**src/rtl/gpu_line_engine.sv**
```systemverilog
// Framebuffer line/clear engine: Bresenham line rasteriser and full-frame fill,
// writing one pixel per cycle into SRAM outside the display's active scan.
module gpu_line_engine #(
  parameter int H_RES   = 640,
  parameter int V_RES   = 400,
  parameter int COORD_W = 10,
  parameter int ADDR_W  = 18,
  parameter int DATA_W  = 16
) (
  input  logic               I_CLK,
  input  logic               I_RST_N,
  input  logic               I_VIDEO_ON,
  input  logic               I_CMD_VALID,
  output logic               O_CMD_READY,
  input  logic               I_CMD_OP,
  input  logic [COORD_W-1:0] I_CMD_X0,
  input  logic [COORD_W-1:0] I_CMD_Y0,
  input  logic [COORD_W-1:0] I_CMD_X1,
  input  logic [COORD_W-1:0] I_CMD_Y1,
  input  logic [DATA_W-1:0]  I_CMD_COLOR,
  output logic [ADDR_W-1:0]  O_GPU_ADDR,
  output logic [DATA_W-1:0]  O_GPU_DATA,
  output logic               O_GPU_WRITE,
  output logic               O_GPU_READ,
  output logic               O_BUSY,
  output logic [15:0]        O_PIX_COUNT
);

  typedef enum logic [1:0] {
    IDLE,
    SETUP,
    DRAW,
    CLEAR
  } state_t;

  localparam int EW = COORD_W + 2;
  localparam logic [ADDR_W-1:0] LAST = ADDR_W'(H_RES * V_RES - 1);
  localparam logic [ADDR_W-1:0] HRA  = ADDR_W'(H_RES);

  state_t state, state_nx;

  logic [COORD_W-1:0] x0, y0, x1, y1;
  logic [COORD_W-1:0] cur_x, cur_y;
  logic [DATA_W-1:0]  color;
  logic signed [EW-1:0] dx, dy, err;
  logic sx_neg, sy_neg;
  logic [ADDR_W-1:0] clr_addr;
  logic [15:0] pix_count;

  logic signed [EW-1:0] adx, ady, err_nx;
  logic signed [EW:0]   e2, dx_ext, dy_ext;
  logic step_x, step_y, in_range, at_end;
  logic [ADDR_W-1:0] pix_addr;
  logic [COORD_W-1:0] inc_x, inc_y;

  always_comb begin
    adx = (x1 >= x0) ? EW'(x1 - x0) : EW'(x0 - x1);
    ady = (y1 >= y0) ? EW'(y1 - y0) : EW'(y0 - y1);
  end

  // e2 carries one extra bit so 2*err never overflows
  assign e2     = {err, 1'b0};
  assign dx_ext = {dx[EW-1], dx};
  assign dy_ext = {dy[EW-1], dy};
  assign step_x = (e2 >= dy_ext);
  assign step_y = (e2 <= dx_ext);
  assign err_nx = err + (step_x ? dy : '0) + (step_y ? dx : '0);

  assign inc_x = sx_neg ? {COORD_W{1'b1}} : COORD_W'(1);
  assign inc_y = sy_neg ? {COORD_W{1'b1}} : COORD_W'(1);

  assign in_range = (32'(cur_x) < 32'(H_RES)) && (32'(cur_y) < 32'(V_RES));
  assign at_end   = (cur_x == x1) && (cur_y == y1);
  assign pix_addr = ADDR_W'(cur_y) * HRA + ADDR_W'(cur_x);

  always_comb begin
    state_nx    = state;
    O_GPU_ADDR  = '0;
    O_GPU_DATA  = '0;
    O_GPU_WRITE = 1'b0;
    unique case (state)
      IDLE: begin
        if (I_CMD_VALID)
          state_nx = I_CMD_OP ? CLEAR : SETUP;
      end
      SETUP: state_nx = DRAW;
      DRAW: begin
        O_GPU_ADDR = in_range ? pix_addr : '0;
        O_GPU_DATA = color;
        if (!I_VIDEO_ON) begin
          O_GPU_WRITE = in_range;
          if (at_end)
            state_nx = IDLE;
        end
      end
      CLEAR: begin
        O_GPU_ADDR = clr_addr;
        O_GPU_DATA = color;
        if (!I_VIDEO_ON) begin
          O_GPU_WRITE = 1'b1;
          if (clr_addr == LAST)
            state_nx = IDLE;
        end
      end
      default: state_nx = IDLE;
    endcase
  end

  assign O_CMD_READY = (state == IDLE);
  assign O_BUSY      = (state != IDLE);
  assign O_GPU_READ  = 1'b0;
  assign O_PIX_COUNT = pix_count;

  always_ff @(posedge I_CLK or negedge I_RST_N) begin
    if (!I_RST_N) begin
      state    <= IDLE;
      x0       <= '0;
      y0       <= '0;
      x1       <= '0;
      y1       <= '0;
      color    <= '0;
      cur_x    <= '0;
      cur_y    <= '0;
      dx       <= '0;
      dy       <= '0;
      err      <= '0;
      sx_neg   <= 1'b0;
      sy_neg   <= 1'b0;
      clr_addr <= '0;
    end else begin
      state <= state_nx;
      unique case (state)
        IDLE: begin
          if (I_CMD_VALID) begin
            x0       <= I_CMD_X0;
            y0       <= I_CMD_Y0;
            x1       <= I_CMD_X1;
            y1       <= I_CMD_Y1;
            color    <= I_CMD_COLOR;
            clr_addr <= '0;
          end
        end
        SETUP: begin
          dx     <= adx;
          dy     <= -ady;
          err    <= adx - ady;
          sx_neg <= (x1 < x0);
          sy_neg <= (y1 < y0);
          cur_x  <= x0;
          cur_y  <= y0;
        end
        DRAW: begin
          if (!I_VIDEO_ON && !at_end) begin
            err <= err_nx;
            if (step_x)
              cur_x <= cur_x + inc_x;
            if (step_y)
              cur_y <= cur_y + inc_y;
          end
        end
        CLEAR: begin
          if (!I_VIDEO_ON)
            clr_addr <= clr_addr + 1'b1;
        end
        default: ;
      endcase
    end
  end

  always_ff @(posedge I_CLK or negedge I_RST_N) begin
    if (!I_RST_N)
      pix_count <= '0;
    else if (O_GPU_WRITE && pix_count != 16'hFFFF)
      pix_count <= pix_count + 16'd1;
  end

endmodule

```
**config.mk**
```make
export PLATFORM = sky130hd
export DESIGN_NAME = gpu_line_engine
export DESIGN_NICKNAME = d
export VERILOG_FILES = /design/src/rtl/gpu_line_engine.sv
export SDC_FILE = /design/constraint.sdc
export NUM_CORES = 1
export LEC_CHECK = 0
export CAP_MARGIN = 20
export CORE_MARGIN = 4
export CORE_UTILIZATION = 34
export CTS_BUF_LIST = sky130_fd_sc_hd__clkbuf_8
export CTS_CLUSTER_SIZE = 14
export DETAILED_ROUTE_END_ITERATION = 10
export DONT_BUFFER_PORTS = 1
export PLACE_DENSITY = 0.55
export SYNTH_ARGS = -nofsm -noshare
export SYNTH_HDL_FRONTEND = slang
export SYNTH_SLANG_ARGS = --single-unit
```
**constraint.sdc**
```tcl
create_clock -name I_CLK -period 6.1 [get_ports I_CLK]
set_input_delay 1.22 -clock I_CLK [delete_from_list [all_inputs] [get_ports I_CLK]]
set_output_delay 1.22 -clock I_CLK [all_outputs]
set_load 0.05 [all_outputs]
```
==> metrics.yaml <==
grt.overflow.total: 0
finClkSkew_ns: 0.0245
status: "complete, no violations"
r2r_start: "err[8]"
required_ns: 6.49
clkTransAtPathRegs_ns: 0.10
yosysMostFrequentCell: "nand2_1"
synth_edf_count: 0
grt_usage_pct: 16.6
first_iter_violations: 526
numCtsBuffers: 17
synthArstFlopShare_pct: 100
wirelength_um: 31900
synth.avg_cell_area_um2: 8.63
end_kind: "register"
vias: 9393
post_drt_wl_per_cell_um: 17.6
drt-vias-per-instance: 5.19
min_period_over_period_pct: 84.7
synth_warnings: 0
ys_seq_area_share_pct: 31.6
finalHoldViolations: 0
first_global_vias: 9487
place_hpwl_um: 24300
fmax_mhz: 193
postSynthCellCount: 1369
root_buffer: "clkbuf_8"
synth.area.top_cells: "dfrtp_1 32%, ha_1 13%, nand2_1 5.5%, xnor2_1 5.1%, o21ai_0 4.5%"
worstReg2RegEnd: "err[10]"
synth_nets: 1573
tightestPinTransition_ns: 1.05
maxCapViolCount: 0
rsz0062_at_grt: "no"
ioPinCount: 115
ant_nets: 0
clock_sinks: 149
start_util_pct: 34.9
layout.nets: 1554
fin_setup_tns_ns: 0
antenna_found_initial: 2
htreeDepth: 4
drt-pass1-iter-count: 5
drive_above_1_share_pct: 5.80
die_x_um: 194
synth_ff_type: "dfrtp_1"
worst-setup-path-type: "reg -> reg"
dieArea_um2: 37800
grt_first_pass_wirelength_um: 51300
port_buffers: 0
fin_crit_ns: 5.17
ys_seq_elements: 149
grt_start_max_net_pins: 150
clkLatencyLatePin_ns: 0.47
core_area_um2: 33900
postCtsSetupBuffers: 0
setup_viol_count_final: 0
fp-row-count: 67
cp-start-kind: "register"
hold_class: "in -> async"
drc: 0
cp.arrival_ns: 5.56
cp_max_fo: 9
cts_hold_buf: 0
ff2ff_setup_slack_ns: 0.93
ff2ff_path_depth: 19
relSlewSlack_pct: 29.8
slew_viol_final: 0
routabilityCongestion: 0.861
ys_types: 82
synth_top_area_cell: "dfrtp_1"
synthDominantCellAreaShare_pct: 31.6
cts_max_path_buffers: 2
die_y_um: 194
cts_resized: 0
ys_top_cells_by_count: "174 x nand2_1, 149 x dfrtp_1, 122 x ha_1"
tritoncts: "yes"
netlist_area_um2: 11800
area_growth_pct: 7.57
num_antenna_cells: 0
## per-layer routing
metal / vias to the layer above / GRT usage (%) / share of wire, %
met2: 181 / 27.9 / 48
met3: 22 / 3.90 / 4.8
li1: 4675 / - / -
met5: - / 0 / 0.066
met4: 4 / 3.26 / 1.1
met1: 4511 / 21.9 / 46
## layout by cell type (no fill, tap or decap), types with 4 or more instances in the layout
| master | netlist | routed |
|---|---|---|
| and3_1 | 6 | 6 |
| a211oi_1 | 8 | 8 |
| dfrtp_1 | 149 | 149 |
| a21o_1 | 29 | 29 |
| nand3_1 | 28 | 28 |
| nand2b_1 | 16 | 16 |
| and2_1 | 34 | 33 |
| buf_4 | 1 | 9 |
| xor2_1 | 42 | 42 |
| fa_1 | 21 | 21 |
| a22o_1 | 18 | 18 |
| nor2_1 | 84 | 84 |
| nor2b_1 | 23 | 22 |
| nor3b_1 | 4 | 4 |
| a21oi_1 | 84 | 84 |
| clkbuf_8 | 0 | 18 |
| clkinvlp_4 | 0 | 4 |
| o22ai_1 | 4 | 4 |
| a31oi_1 | 13 | 13 |
| nor3_1 | 18 | 18 |
| xnor2_1 | 69 | 69 |
| nand4_1 | 21 | 21 |
| o21a_1 | 12 | 12 |
| mux2_2 | 12 | 12 |
| nand2_1 | 174 | 174 |
| or3_1 | 8 | 8 |
| inv_1 | 120 | 120 |
| mux2i_1 | 8 | 8 |
| bufinv_16 | 0 | 4 |
| o21bai_1 | 4 | 4 |
| o21ai_0 | 107 | 107 |
| ha_1 | 122 | 122 |
| nor4_1 | 5 | 5 |
| o211ai_1 | 7 | 7 |
| o21ai_1 | 4 | 4 |
| a21boi_0 | 5 | 5 |
## worst max-delay path: stages, from the launching register on
cell and delay (ns):
dfrtp_1 0.44, ha_1 0.31, and3_1 0.20, a221o_1 0.34, a21oi_1 0.15, nor2b_1 0.06
o32ai_1 0.56, nor2_1 0.33, nor2_1 0.19, fa_1 0.45, ha_1 0.31, a21o_1 0.18
a21oi_1 0.21, nand2b_1 0.13, a21boi_0 0.14, o41ai_1 0.50, o21ai_0 0.21, xor2_1 0.15
nand2_1 0.06, a31oi_1 0.17
## per-stage QoR
stage | cell area, um^2 | hold WS (ns) | std cells | setup slack, ns | util (%)
after floorplan | 11800 | 0.438 | 1369 | 1.67 | -
after global placement | 12300 | 0.452 | 1779 | 0.980 | 36.2
after detailed placement | 12300 | 0.458 | 1779 | 0.928 | 36.2
after CTS | 12700 | 0.406 | 1811 | 0.897 | 37.5
after global routing | 12700 | 0.396 | 1811 | 0.550 | 37.5
final | 12700 | 0.434 | 1811 | 0.931 | 37.5
## cells by family after synthesis
family,synth area share [%]
compound gates,18.4
xor+xnor,8.23
fa+ha+maj,16.5
buf+inv,5.50
flops,31.6
mux,1.82
other cells,0.0317
simple gates,18.0
## state kept, by name, summed over array words and instances, names as in the netlist
register / count
clr_addr: 18
O_PIX_COUNT: 16
color: 16
dy: 12
err: 12
dx: 11
cur_x: 10
cur_y: 10
x0: 10
x1: 10
y0: 10
y1: 10
state: 2
sx_neg: 1
sy_neg: 1
## worst max path at each step
stage | from | to | slack (ns) | cells after the start
finish | err[8] | err[10] | 0.93 | 19
CTS | err[8] | err[10] | 0.90 | 19
floorplan | err[8] | err[11] | 1.67 | 21
detailed placement | err[8] | err[10] | 0.93 | 19
global route | err[7] | err[10] | 0.55 | 19
global placement | err[8] | err[11] | 0.98 | 21
## area by class of cell
| type | count | area, um^2 |
|---|---|---|
| Sequential cell | 149 | 3730 |
| Fill cell | 3522 | 21200 |
| Tap cell | 448 | 561 |
| Inverter | 120 | 450 |
| Timing Repair Buffer | 9 | 67.6 |
| Multi-Input combinational cell | 1053 | 7450 |
| Clock inverter | 14 | 199 |
| Clock buffer | 18 | 248 |
Power is not shown: default switching activity piles up to over one toggle a cycle in this logic, so the estimate is an artifact.
